## src/rtl/rd_scoreboard_pkg.sv

```systemverilog
// Shared widths and the in-flight entry layout for the destination scoreboard.
package rd_scoreboard_pkg;

  localparam int REG_ADDR_WIDTH = 5;
  localparam int SB_NUM_REGS    = 32;
  localparam int SB_DEPTH       = 4;
  localparam int SB_CNT_WIDTH   = 3;

  // One in-flight instruction: does it write, and where.
  typedef struct packed {
    logic                      wen;
    logic [REG_ADDR_WIDTH-1:0] rd;
  } sb_entry_t;

endpackage

```

## src/rtl/rd_scoreboard_sb_fifo.sv

```systemverilog
// Program-order FIFO of in-flight destinations: pop oldest, kill N youngest,
// then push, all resolved in one cycle. Exposes the youngest DEPTH entries so
// the owner can undo their counters on a kill.
module sb_fifo
  import rd_scoreboard_pkg::*;
#(
  parameter int DEPTH     = SB_DEPTH,
  parameter int CNT_WIDTH = SB_CNT_WIDTH
) (
  input  logic                 clk,
  input  logic                 rst,
  input  logic                 pop,
  input  logic [CNT_WIDTH-1:0] kill_num,
  input  logic                 push,
  input  sb_entry_t            push_entry,
  output sb_entry_t            head_entry,
  output sb_entry_t            kill_entry [DEPTH],
  output logic [CNT_WIDTH-1:0] occupancy
);

  localparam int PW = (DEPTH > 1) ? $clog2(DEPTH) : 1;

  sb_entry_t         mem [DEPTH];
  logic [PW-1:0]     head;
  logic [PW-1:0]     tail;
  logic [PW-1:0]     push_slot;

  function automatic logic [PW-1:0] wrap(input int v);
    return PW'(v % DEPTH);
  endfunction

  // Head view and youngest-first kill view (slot k is the (k+1)-th youngest).
  always_comb begin
    head_entry = mem[head];
    for (int k = 0; k < DEPTH; k++) begin
      kill_entry[k] = mem[wrap(int'(tail) + DEPTH - 1 - k)];
    end
    // A push lands where the tail sits after any kill has retreated it.
    push_slot = wrap(int'(tail) + DEPTH - int'(kill_num));
  end

  // Pointer and occupancy update: pop, kill, push composed in one step.
  always_ff @(posedge clk) begin
    if (rst) begin
      head      <= '0;
      tail      <= '0;
      occupancy <= '0;
    end else begin
      if (pop) head <= wrap(int'(head) + 1);
      tail      <= wrap(int'(tail) + DEPTH - int'(kill_num) + int'(push));
      occupancy <= occupancy - CNT_WIDTH'(pop) - kill_num + CNT_WIDTH'(push);
    end
  end

  // Entry storage; contents beyond occupancy are don't-care, so no reset.
  always_ff @(posedge clk) begin
    if (push) mem[push_slot] <= push_entry;
  end

endmodule

```

## src/rtl/rd_scoreboard.sv

```systemverilog
// Destination scoreboard: tracks pending writes per register between ID issue
// and WB commit, and raises the ID stall while a real producer is in flight.
// Inputs are single-cycle strobes sampled at posedge clk; there is no
// backpressure, so illegal requests set a sticky error instead of stalling.
module rd_scoreboard
  import rd_scoreboard_pkg::*;
#(
  parameter int NUM_REGS  = SB_NUM_REGS,
  parameter int DEPTH     = SB_DEPTH,
  parameter int CNT_WIDTH = SB_CNT_WIDTH
) (
  input  logic                      clk,
  input  logic                      rst,
  input  logic                      id_valid,
  input  logic [REG_ADDR_WIDTH-1:0] id_rs1,
  input  logic                      id_rs1_used,
  input  logic [REG_ADDR_WIDTH-1:0] id_rs2,
  input  logic                      id_rs2_used,
  input  logic                      issue_valid,
  input  logic                      issue_wen,
  input  logic [REG_ADDR_WIDTH-1:0] issue_rd,
  input  logic                      wb_valid,
  input  logic                      wb_wen,
  input  logic [REG_ADDR_WIDTH-1:0] wb_rd,
  input  logic                      flush_valid,
  input  logic [CNT_WIDTH-1:0]      flush_num,
  output logic                      stall_id,
  output logic                      full,
  output logic [CNT_WIDTH-1:0]      occupancy,
  output logic                      err_overflow,
  output logic                      err_order
);

  logic [CNT_WIDTH-1:0] cnt      [NUM_REGS];
  logic [CNT_WIDTH-1:0] cnt_next [NUM_REGS];
  sb_entry_t            head_entry;
  sb_entry_t            kill_entry [DEPTH];
  sb_entry_t            push_entry;
  logic                 wb_pop, push, wb_wen_n;
  logic                 issue_err, flush_err, order_err;
  logic                 rs1_busy, rs2_busy;
  logic [CNT_WIDTH-1:0] removable, kill_cnt;

  sb_fifo #(.DEPTH(DEPTH), .CNT_WIDTH(CNT_WIDTH)) u_fifo (
    .clk        (clk),
    .rst        (rst),
    .pop        (wb_pop),
    .kill_num   (kill_cnt),
    .push       (push),
    .push_entry (push_entry),
    .head_entry (head_entry),
    .kill_entry (kill_entry),
    .occupancy  (occupancy)
  );

  // A source is busy if it stays pending after this cycle's write-through commit.
  function automatic logic src_busy(input logic [REG_ADDR_WIDTH-1:0] rs,
                                    input logic [CNT_WIDTH-1:0] c);
    logic releasing;
    releasing = wb_valid && wb_wen && (wb_rd == rs);
    return (rs != '0) && (c != '0) && !(releasing && c == CNT_WIDTH'(1));
  endfunction

  // Request decode: pop, kill count, push acceptance and error detection.
  always_comb begin
    full       = (occupancy == CNT_WIDTH'(DEPTH));
    wb_pop     = wb_valid && (occupancy != '0);
    wb_wen_n   = wb_wen && (wb_rd != '0);
    order_err  = wb_valid && ((occupancy == '0) ||
                 (head_entry.wen != wb_wen_n) ||
                 (head_entry.wen && head_entry.rd != wb_rd));
    removable  = occupancy - CNT_WIDTH'(wb_pop);
    kill_cnt   = '0;
    flush_err  = 1'b0;
    if (flush_valid) begin
      flush_err = (flush_num > removable);
      kill_cnt  = flush_err ? removable : flush_num;
    end
    push           = issue_valid && !flush_valid && (!full || wb_valid);
    issue_err      = issue_valid && !flush_valid && !push;
    push_entry.wen = issue_wen && (issue_rd != '0);
    push_entry.rd  = issue_rd;
    rs1_busy       = id_rs1_used && src_busy(id_rs1, cnt[id_rs1]);
    rs2_busy       = id_rs2_used && src_busy(id_rs2, cnt[id_rs2]);
    stall_id       = id_valid && (rs1_busy || rs2_busy || (full && !wb_valid));
  end

  // Net per-register count change: +push, -commit, -each killed entry.
  always_comb begin
    for (int r = 0; r < NUM_REGS; r++) begin
      cnt_next[r] = cnt[r];
      if (r != 0) begin
        if (push && push_entry.wen && push_entry.rd == REG_ADDR_WIDTH'(r))
          cnt_next[r] = cnt_next[r] + CNT_WIDTH'(1);
        if (wb_pop && head_entry.wen && head_entry.rd == REG_ADDR_WIDTH'(r))
          cnt_next[r] = cnt_next[r] - CNT_WIDTH'(1);
        for (int k = 0; k < DEPTH; k++) begin
          if (int'(kill_cnt) > k && kill_entry[k].wen &&
              kill_entry[k].rd == REG_ADDR_WIDTH'(r))
            cnt_next[r] = cnt_next[r] - CNT_WIDTH'(1);
        end
      end
    end
  end

  // Counter array and sticky error flags.
  always_ff @(posedge clk) begin
    if (rst) begin
      for (int r = 0; r < NUM_REGS; r++) cnt[r] <= '0;
      err_overflow <= 1'b0;
      err_order    <= 1'b0;
    end else begin
      for (int r = 0; r < NUM_REGS; r++) cnt[r] <= cnt_next[r];
      if (issue_err || flush_err) err_overflow <= 1'b1;
      if (order_err)              err_order    <= 1'b1;
    end
  end

endmodule

```

## config.mk

```make
export PLATFORM = sky130hd
export DESIGN_NAME = rd_scoreboard
export DESIGN_NICKNAME = d
export VERILOG_FILES = /design/src/rtl/rd_scoreboard_pkg.sv /design/src/rtl/rd_scoreboard_sb_fifo.sv /design/src/rtl/rd_scoreboard.sv
export SDC_FILE = /design/constraint.sdc
export NUM_CORES = 1
export LEC_CHECK = 0
export ABC_AREA = 1
export BUFFER_PORTS_ARGS = -buffer_cell sky130_fd_sc_hd__clkbuf_2
export CORE_MARGIN = 2
export CORE_UTILIZATION = 50
export CTS_CLUSTER_DIAMETER = 120
export DETAILED_ROUTE_END_ITERATION = 16
export PLACE_DENSITY = 0.74
export SLEW_MARGIN = 30
export SYNTH_ARGS = -nofsm -noshare
export SYNTH_HDL_FRONTEND = slang
export SYNTH_SLANG_ARGS = --single-unit
```

## constraint.sdc

```tcl
create_clock -name clk -period 9.7 [get_ports clk]
set_clock_uncertainty 0.2 [all_clocks]
set_input_delay 0.485 -clock clk [delete_from_list [all_inputs] [get_ports clk]]
set_output_delay 0.485 -clock clk [all_outputs]
set_load 0.03 [all_outputs]
```

==> run_results.csv <==
group,metric,value,unit
power_and_ir_drop,ir_worst_vdd,0.0001527,V
critical_path,worst-r2r-setup-slack,3.05,ns
clocking,clk_latency,0.50,ns
floorplan,rows,73,
synth,synth_edf_count,24,
floorplan,dieArea,41580,um2
critical_path,critPathCaptureType,"flop",
hold_path,min_path_cells,1,
synth,synthFlopType,"dfxtp_1",
synth,ys_ff_latch,128,
timing,maxSlewViolCount,0,
cells_and_area,design_area,21160,um2
timing,max_slew_margin,0.3464,
clocking,h-tree-depth,4,
drt,avgRoutedWirePerCell,17.46,um
placed_design,place_congestion,1.051,
synth,postSynthCellCount,3578,
synth,ys_seq_area_frac,0.1402,
hold_path,hp-start,"issue_rd[0]",
cells_and_area,layout-drive-gt1-share,0.05205,
hold_path,min_to,"u_fifo.mem[1][0]",
critical_path,worstSetupStartpointType,"flop",
clocking,cts_tree,"built",
timing,fmaxAchievable,150.4,MHz
timing,worst_slack,3.050,ns
placed_design,portBuffers,39,
power_and_ir_drop,power,4.766,mW
timing,setup-violations-final,0,
synth,async_flop_share,0,
critical_path,cp_max_fo,55,
floorplan,core-area,39550,um2
timing,min_period,6.650,ns
drt,wl,71950,um
cells_and_area,synthToLayoutAreaGrowth,5.879,%
synth,syn-cell-area,19980,um2
placed_design,place_area,20600,um2
critical_path,crit_type,"reg -> reg",
synth,syn-num-nets,3803,
global_route,grt_pass1_wl,108600,um
clocking,cts_resized,0,
drt,drcViolationCount,0,
global_route,grt_util_all_layers,0.3464,
drt,vias,22720,
timing,setup_tns,0,ns
critical_path,cp_top_family,"simple AND/OR/NAND/NOR gates",
floorplan,start_util,0.5053,
critical_path,worstRegToRegCells,36,
floorplan,dieWidth,203.9,um
clocking,numClockSinks,128,
critical_path,worst-endpoint-arrival,6.85,ns
timing,tightest_slew,0.9803,ns
global_route,grt_max_degree,56,
synth,synth_top_area_cell,"nand2_1",
drt,drt_first_pass_iters,8,
global_route,antenna_found_initial,4,
global_route,grt_overflow,0,
clocking,cts_made_buffers,17,
timing,final-hold-violation-count,0,
clocking,clock_path_buffers,2,
critical_path,worstReg2RegStart,"u_fifo.occupancy[1]",
cells_and_area,final_nets,3805,
synth,synth_top_cell_area_share,0.2412,
drt,drt_iter0_drc,2314,
clocking,cts-root-buf,"clkbuf_16",
drt,via_per_inst,5.514,
drt,ant_nets,0,
floorplan,die_y,203.9,um
floorplan,io-pin-count,40,
clocking,cts.clk_slew.worst_paths,0.07,ns
critical_path,path_common_cell,"nand2_1",
critical_path,crit_required,9.90,ns
power_and_ir_drop,leakage,11.07,nW
critical_path,slowest_delay,0.64,ns
synth,synth.area.top_cells,"nand2_1, ha_1, nand3_1, dfxtp_1, inv_1",
clocking,postCtsSetupRepairBufs,0,
synth,syn_area_per_cell,5.585,um2
flow_run,max-cap-violations,0,
cells_and_area,fillers,4211,
status,status,"finished, final reports clean",
placed_design,hpwl,57150,um
clocking,cts_hold_buf,0,
critical_path,r2r-end,"cnt[13][2]",
power_and_ir_drop,power_per_cell_area,225.2,nW/um2
critical_path,cpMaxStageDelayCell,"clkinv_2",
synth,yosysWarnings,0,
timing,rsz0062_at_grt,"no",
hold_path,holdCritPathClass,"in -> reg",
timing,period_share,0.6855,
timing,whs,0.1414,ns
synth,synth_cell_types,56,
placed_design,place_ws,3.063,ns
global_route,grt_pass1_vias,19700,
critical_path,worst-path-buf-inv,5,
## cells by family (layout without fill, tap and decap cells)
kind of cell               count (synthesis)  in the layout  synth area share
adders and majority gates                192            192            0.1206
DFF                                      128            128            0.1402
xor gates and xnor gates                 138            138           0.06180
and+or+nand+nor                         2214           2214            0.4667
other                                      0              2                 0
AOI/OAI and AO/OA                        297            297           0.08803
muxes                                      7              7          0.003506
buffers and inverters                    602            617            0.1191
## how the worst max path moves through the flow
stage                                    from    endpoint  slack (ns)  cells past startpoint
after global placement            issue_rd[4]   cnt[5][2]        3.25                     31
after CTS                 u_fifo.occupancy[1]  cnt[13][2]        3.12                     36
after detailed placement          issue_rd[4]   cnt[5][2]        3.06                     32
final                     u_fifo.occupancy[1]  cnt[13][2]        3.05                     36
after global routing      u_fifo.occupancy[1]  cnt[13][2]        2.46                     36
after floorplan           u_fifo.occupancy[2]  cnt[31][2]        4.30                     38
## layer usage
layer  track usage  up-vias  wire length, um
met5             0        -               45
met3       0.09391      226             8303
met4        0.1994        6             4298
met2        0.5149     1048            29110
li1              -    11410                -
met1        0.4493    10030            30190
## sequential cells by signal, indices dropped and copies added, names as in the netlist, named ones only
signal and flops:
cnt 93, u_fifo.mem 24, u_fifo.occupancy 3, u_fifo.head 2, u_fifo.tail 2, err_order 1, err_overflow 1
## worst register-to-register path, delay by kind of cell, from the launching register on
family | cells | cell delay, ns
xor+xnor | 1 | 0.09
flops | 1 | 0.34
buf+inv | 5 | 1.48
simple gates | 22 | 2.63
compound gates | 3 | 0.52
fa+ha+maj | 5 | 1.33
## Yosys cell counts (31+ instances only)
master,instances
nor2_1,330
nand3_1,425
o21ai_0,119
xnor2_1,40
nand2_1,1284
dfxtp_1,104
a21oi_1,56
xor2_1,96
nand4_1,31
ha_1,191
inv_1,508
o21ai_1,32
## through the flow
step / util / instances
6_report: 0.5350 / 4120
3_3_place_gp: 0.5207 / 4086
3_5_place_dp: 0.5208 / 4086
4_1_cts: 0.5344 / 4118
2_1_floorplan: - / 3578
5_1_grt: 0.5349 / 4118
## layout make-up
cell class,instances,area (um2),share of cell area
Tap cell,525,656.9,0.03104
Timing Repair Buffer,59,345.3,0.01632
Sequential cell,128,2803,0.1325
Clock buffer,17,425.4,0.02011
Antenna cell,2,5.005,0.0002365
Inverter,526,1979,0.09355
Clock inverter,15,111.4,0.005263
Multi-Input combinational cell,2848,14830,0.7010
## layout by cell type (no fill, tap or decap), types with 40 or more instances in the layout
cell     instances
nand2_1       1284
inv_1          508
nand3_1        425
nor2_1         327
ha_1           191
o21ai_0        119
dfxtp_1        104
xor2_1          96
a21oi_1         56
xnor2_1         40
## power breakdown
group / internal (mW) / total (mW) / switching (mW)
sequential: 0.665 / 0.798 / 0.133
clock: 0.326 / 0.631 / 0.305
combinational: 0.919 / 3.34 / 2.42
total: 1.91 / 4.77 / 2.86
No activity file was read; power rests on OpenSTA's default activity.
